### src/rtl/sqrt_fp_round_pack.sv
// Output stage of the LAMP sqrt / inverse-sqrt datapath: rounds, re-biases, resolves
// special operands and packs an IEEE-754 word behind a 2-stage valid/ready pipeline.
module sqrt_fp_round_pack #(
    parameter int unsigned E_DW = 8,
    parameter int unsigned F_DW = 23,
    parameter int unsigned BIAS = 127
) (
    input  logic                   clk,
    input  logic                   rst,
    input  logic                   valid_i,
    output logic                   ready_o,
    input  logic                   op_inv_i,
    input  logic [1:0]             rnd_mode_i,
    input  logic                   s_i,
    input  logic [E_DW:0]          e_i,
    input  logic [F_DW+4:0]        f_i,
    input  logic                   isZ_i,
    input  logic                   isInf_i,
    input  logic                   isSNAN_i,
    input  logic                   isQNAN_i,
    output logic                   valid_o,
    input  logic                   ready_i,
    output logic [E_DW+F_DW:0]     result_o,
    output logic                   isInvalid_o,
    output logic                   isOverflow_o,
    output logic                   isUnderflow_o,
    output logic                   isInexact_o,
    output logic                   isDivZero_o
);

    localparam int unsigned W = 1 + E_DW + F_DW;

    localparam logic [1:0] RndRne = 2'b00;
    localparam logic [1:0] RndRtz = 2'b01;
    localparam logic [1:0] RndRup = 2'b10;
    localparam logic [1:0] RndRdn = 2'b11;

    localparam logic [W-1:0] QNAN   = {1'b0, {E_DW{1'b1}}, 1'b1, {(F_DW-1){1'b0}}};
    localparam logic [W-1:0] P_INF  = {1'b0, {E_DW{1'b1}}, {F_DW{1'b0}}};
    localparam logic [W-1:0] MAX_FN = {1'b0, {(E_DW-1){1'b1}}, 1'b0, {F_DW{1'b1}}};

    localparam logic [E_DW+1:0] BIAS_W = (E_DW+2)'(BIAS);
    localparam logic [E_DW+1:0] MAX_EB = (E_DW+2)'((1 << E_DW) - 1);

    // ---------------------------------------------------------------- handshake
    logic s1_valid_q;
    logic s2_valid_q;
    logic s2_ready;
    logic accept;

    assign s2_ready = !s2_valid_q || ready_i;
    assign ready_o  = !s1_valid_q || s2_ready;
    assign accept   = valid_i && ready_o;

    always_ff @(posedge clk) begin
        if (rst) begin
            s1_valid_q <= 1'b0;
            s2_valid_q <= 1'b0;
        end else begin
            if (ready_o) s1_valid_q <= valid_i;
            if (s2_ready) s2_valid_q <= s1_valid_q;
        end
    end

    // ---------------------------------------------------------------- stage 1
    logic lsb_bit;
    logic guard_bit;
    logic sticky_bit;
    logic inexact_d;
    logic inc_d;

    always_comb begin
        lsb_bit    = f_i[4];
        guard_bit  = f_i[3];
        sticky_bit = |f_i[2:0];
        inexact_d  = guard_bit | sticky_bit;
        inc_d      = 1'b0;
        unique case (rnd_mode_i)
            RndRne:  inc_d = guard_bit & (sticky_bit | lsb_bit);
            RndRtz:  inc_d = 1'b0;
            RndRup:  inc_d = !s_i & inexact_d;
            RndRdn:  inc_d = s_i & inexact_d;
            default: inc_d = 1'b0;
        endcase
    end

    logic            s1_sign_q;
    logic [E_DW:0]   s1_e_q;
    logic [F_DW:0]   s1_m_q;
    logic            s1_inc_q;
    logic            s1_inexact_q;
    logic            s1_inv_q;
    logic [1:0]      s1_rnd_q;
    logic            s1_z_q;
    logic            s1_inf_q;
    logic            s1_snan_q;
    logic            s1_qnan_q;

    always_ff @(posedge clk) begin
        if (accept) begin
            s1_sign_q    <= s_i;
            s1_e_q       <= e_i;
            s1_m_q       <= f_i[F_DW+4:4];
            s1_inc_q     <= inc_d;
            s1_inexact_q <= inexact_d;
            s1_inv_q     <= op_inv_i;
            s1_rnd_q     <= rnd_mode_i;
            s1_z_q       <= isZ_i;
            s1_inf_q     <= isInf_i;
            s1_snan_q    <= isSNAN_i;
            s1_qnan_q    <= isQNAN_i;
        end
    end

    // ---------------------------------------------------------------- stage 2
    logic [F_DW+1:0] m_sum;
    logic            carry;
    logic [F_DW-1:0] frac;
    logic [E_DW+1:0] eb;
    logic            ovf;
    logic            unf;

    logic [W-1:0]    res_d;
    logic            inv_d;
    logic            ovf_d;
    logic            unf_d;
    logic            inx_d;
    logic            dz_d;

    always_comb begin
        m_sum = {1'b0, s1_m_q} + {{(F_DW+1){1'b0}}, s1_inc_q};
        carry = m_sum[F_DW+1];
        // On carry the mantissa is 10.00..0, so the shifted fraction is all zeros.
        frac  = carry ? m_sum[F_DW:1] : m_sum[F_DW-1:0];
        eb    = {s1_e_q[E_DW], s1_e_q} + BIAS_W + {{(E_DW+1){1'b0}}, carry};
        ovf   = !eb[E_DW+1] && (eb >= MAX_EB);
        unf   = eb[E_DW+1] || (eb == '0);

        res_d = {1'b0, eb[E_DW-1:0], frac};
        inv_d = 1'b0;
        ovf_d = 1'b0;
        unf_d = 1'b0;
        inx_d = s1_inexact_q;
        dz_d  = 1'b0;

        if (s1_snan_q) begin
            res_d = QNAN;
            inv_d = 1'b1;
            inx_d = 1'b0;
        end else if (s1_qnan_q) begin
            res_d = QNAN;
            inx_d = 1'b0;
        end else if (s1_z_q) begin
            inx_d = 1'b0;
            if (s1_inv_q) begin
                res_d = {s1_sign_q, P_INF[W-2:0]};
                dz_d  = 1'b1;
            end else begin
                res_d = {s1_sign_q, {(W-1){1'b0}}};
            end
        end else if (s1_inf_q) begin
            inx_d = 1'b0;
            if (s1_sign_q) begin
                res_d = QNAN;
                inv_d = 1'b1;
            end else begin
                res_d = s1_inv_q ? '0 : P_INF;
            end
        end else if (s1_sign_q) begin
            res_d = QNAN;
            inv_d = 1'b1;
            inx_d = 1'b0;
        end else if (ovf) begin
            res_d = (s1_rnd_q == RndRne || s1_rnd_q == RndRup) ? P_INF : MAX_FN;
            ovf_d = 1'b1;
            inx_d = 1'b1;
        end else if (unf) begin
            res_d = '0;
            unf_d = 1'b1;
            inx_d = 1'b1;
        end
    end

    logic [W-1:0] res_q;
    logic         inv_q;
    logic         ovf_q;
    logic         unf_q;
    logic         inx_q;
    logic         dz_q;

    always_ff @(posedge clk) begin
        if (s2_ready && s1_valid_q) begin
            res_q <= res_d;
            inv_q <= inv_d;
            ovf_q <= ovf_d;
            unf_q <= unf_d;
            inx_q <= inx_d;
            dz_q  <= dz_d;
        end
    end

    // Data registers are unreset, so outputs are masked while no beat is held.
    assign valid_o       = s2_valid_q;
    assign result_o      = s2_valid_q ? res_q : '0;
    assign isInvalid_o   = s2_valid_q & inv_q;
    assign isOverflow_o  = s2_valid_q & ovf_q;
    assign isUnderflow_o = s2_valid_q & unf_q;
    assign isInexact_o   = s2_valid_q & inx_q;
    assign isDivZero_o   = s2_valid_q & dz_q;

endmodule

### config.mk
export PLATFORM = sky130hd
export DESIGN_NAME = sqrt_fp_round_pack
export DESIGN_NICKNAME = d
export VERILOG_FILES = /design/src/rtl/sqrt_fp_round_pack.sv
export SDC_FILE = /design/constraint.sdc
export NUM_CORES = 1
export LEC_CHECK = 0
export CELL_PAD_IN_SITES_DETAIL_PLACEMENT = 1
export CELL_PAD_IN_SITES_GLOBAL_PLACEMENT = 1
export CORE_MARGIN = 2
export CORE_UTILIZATION = 40
export CTS_CLUSTER_DIAMETER = 40
export CTS_CLUSTER_SIZE = 14
export DETAILED_ROUTE_END_ITERATION = 10
export GPL_ROUTABILITY_DRIVEN = 1
export GPL_TIMING_DRIVEN = 0
export PLACE_DENSITY = 0.91
export SLEW_MARGIN = 20
export SYNTH_ARGS = -nofsm -noshare
export SYNTH_HDL_FRONTEND = slang
export SYNTH_SLANG_ARGS = --single-unit
### constraint.sdc
create_clock -name clk -period 3.7 [get_ports clk]
set_clock_uncertainty 0.05 [all_clocks]
set_input_delay 0.925 -clock clk [delete_from_list [all_inputs] [get_ports clk]]
set_output_delay 0.925 -clock clk [all_outputs]
set_load 0.02 [all_outputs]
==> impl_metrics.csv <==
group,metric,value,unit
run_status,status,"finished, final reports clean",
sta,tns,0,ps
placed_design,place.gp.congestion,0.913,
cells_and_area,fill_cells,1025,
synthesis,syn_avg_cell_area,12.0,sq um
job,cap_viol_max_count,0,
worst_setup_path,cp.required,3740,ps
routing,routedWlPerCell,16.5,um
worst_setup_path,r2r_slack,180,ps
cells_and_area,seqCellArea,2410,sq um
sta,hold_ws,491,ps
worst_setup_path,cp_max_fo,10,
worst_setup_path,r2r_cells,13,
clock_tree,cts_tree,"done",
grt,grt_use_total,0.188,
synthesis,synthArstFlopShare,0,
routing,wl,9360,um
sta,period_needed,3520,ps
worst_setup_path,cp_data_arrival_time,3560,ps
synthesis,synth_top_area_frac,0.608,
placed_design,port-buffer-count,87,
synthesis,synth.distinct_cells,51,
worst_setup_path,endpoint_kind,"flop",
cells_and_area,drive_above_1_share,0.0970,
synthesis,synth.most_common_cell,"edfxtp_1",
worst_setup_path,r2r_end,"res_q[16]",
grt,grt_start_max_net_pins,38,
synthesis,synth_common_cells,"edfxtp_1 (79), and2_1 (44), o21ai_0 (31)",
cells_and_area,diodes,0,
clock_tree,clockBufferDepth,2,
pwr,peakVddDrop,0.000154,V
cells_and_area,multiInputGateArea,1470,sq um
synthesis,synth_top_flop_cell,"edfxtp_1",
routing,avgViaCountPerCell,4.98,
synthesis,ys_ff_latch,81,
synthesis,syn_nets,377,
synthesis,synthCells,324,
synthesis,yosysSeqAreaShare,0.619,
worst_setup_path,start_kind,"flop",
clock_tree,tritoncts.num_buffers,9,
grt,antenna_found_initial,0,
floorplan,pin_count,88,
placed_design,pre_cts_ws,-276,ps
synthesis,synth_area_leaders,"edfxtp_1 (61%), and2_1 (7.1%), o21ai_0 (4.0%), xor2_1 (3.4%), nor2_1 (2.0%)",
synthesis,yosys.area.top_type,"edfxtp_1",
worst_setup_path,crit_chain,"ha_2, ha_2, and3_1, buf_2, nand4_4, ha_2, or4b_4, nor4_4, o2111ai_2, o21ai_4, nand2b_4, buf_4, o21ai_0",
routing,num_vias,2821,
worst_setup_path,rr_startpoint,"s1_m_q[0]",
cells_and_area,top_register,"res_q",
cells_and_area,reg_top3,"res_q: 32 flops, s1_m_q: 24 flops, s1_e_q: 9 flops",
cells_and_area,largest_reg_flops,32,
grt,grt_pass1_wl,14800,um
clock_tree,htreeDepth,3,
sta,slew_viol_final,0,
sta,hold_viol_final,0,
sta,worst_pin_slew,530,ps
min_path,whs_endpoint,"valid_o",
clock_tree,holdBufCountCts,0,
min_path,min_from,"s1_valid_q",
floorplan,coreArea,9590,sq um
routing,drt_pass1_iterations,4,
worst_setup_path,crit_path_frequent_cell,"ha_2",
sta,fmaxAchievable,284,MHz
synthesis,syn_area,3900,sq um
worst_setup_path,crit_path_top_delay_cell,"or4b_4",
synthesis,ys_warn_count,0,
worst_setup_path,cpPeakStageDelay,510,ps
pwr,p_per_area,356,nW/um^2
clock_tree,clock-sinks,81,
sta,setup-violations-final,0,
worst_setup_path,cp_num_buf_inv,2,
sta,final.period_utilization,0.952,
clock_tree,path_clk_slew,80,ps
pwr,p_leak,1.79,nW
clock_tree,root_buffer,"clkbuf_8",
routing,drtAntennaViolNets,0,
routing,drcViolationCount,0,
worst_setup_path,crit_family,"simple AND/OR/NAND/NOR gates",
cells_and_area,area_growth,34.4,%
min_path,hp-class,"flop to flop",
floorplan,die_h,103,um
routing,drt_iter0_drc,93,
min_path,holdPathStages,2,
floorplan,initial_core_util,0.406,
floorplan,die_w,103,um
floorplan,rows,36,
pwr,power.total,1.87,mW
grt,overflow,0,
clock_tree,clkLatencyLatePin,350,ps
floorplan,dieArea,10600,sq um
worst_setup_path,crit_type,"flop to flop",
cells_and_area,layout.nets,481,
placed_design,hpwl,7260,um
sta,slew_headroom,0.646,
sta,worst_slack,179,ps
synthesis,synth_edf_count,79,
grt,grt_pass1_vias,2968,
[area by class of cell]
type,count,share of cell area
plain buffers,11,0.0107
clock buffers,12,0.0258
clock inverters,4,0.00382
inverters,7,0.00501
multi-input cells,223,0.280
flip-flops and latches,81,0.460
well taps,133,0.0317
repair buffers,95,0.182
[worst max-delay path by stage]
| stage | from | to | depth (start not counted) |
|---|---|---|---|
| floorplan | s1_m_q[0] | res_q[24] | 14 |
| global placement | ready_i | res_q[15] | 3 |
| detailed placement | s1_m_q[0] | res_q[21] | 15 |
| CTS | s1_m_q[0] | res_q[21] | 14 |
| global route | s1_m_q[0] | res_q[13] | 14 |
| finish | s1_m_q[0] | res_q[16] | 13 |
[logic make-up after synthesis]
kind of cell    share of synthesized area
compound gates                     0.0834
buf+inv                            0.0221
fa+ha+maj                          0.0128
mux                               0.00257
simple gates                        0.206
xor+xnor                           0.0539
flops                               0.619
[worst register-to-register path, delay by kind of cell, from the launching register on]
kind	cells	cell delay, ps
AND/OR/NAND/NOR	5	1210
adder cells (fa/ha/maj)	3	660
AO/OA/AOI/OAI	3	600
flip-flops	1	410
buffers and inverters	2	330
[power breakdown]
part | internal, mW | switching (mW) | leakage, nW | total (mW)
clock | 0.239 | 0.291 | 0.0754 | 0.530
sequential | 1.06 | 0.0318 | 0.743 | 1.09
combinational | 0.128 | 0.118 | 0.975 | 0.246
[repair_timing]
action	CTS	global route
setup endpoints to repair	28	32
resized for setup	15	6
pin swaps	2	3
endpoints found under the hold margin	0	0
cloned	0	0
setup buffers	2	4
[layout by cell type (no fill, tap or decap), types with 3 or more instances in the layout]
cell type	count
ha_2	3
edfxtp_1	79
a21oi_1	9
clkbuf_8	9
nand3_1	13
inv_1	7
and2_1	43
xnor2_1	9
o21ai_0	23
clkdlybuf4s50_1	87
xor2_1	15
o21ai_1	7
nor2b_1	3
nand2_1	15
nand2b_1	3
nor2_1	21
buf_4	7
nand4_1	4
nor3_1	4
and3_1	11
clkbuf_1	9
[per-stage QoR]
stage / area (sq um) / cells / utilization
4_1_cts: 5190 / 563 / 0.541
2_1_floorplan: 3900 / 324 / -
6_report: 5240 / 566 / 0.546
5_1_grt: 5240 / 566 / 0.546
3_5_place_dp: 4980 / 546 / 0.520
3_3_place_gp: 4940 / 544 / 0.514
[layer usage]
layer,wire [um],part of all wire,GRT usage
met5,0,0,0
met4,253,0.027,0.0841
met3,409,0.044,0.0386
met2,4720,0.50,0.319
met1,3970,0.42,0.231
Note: power is estimated with default switching activity, not from simulation.
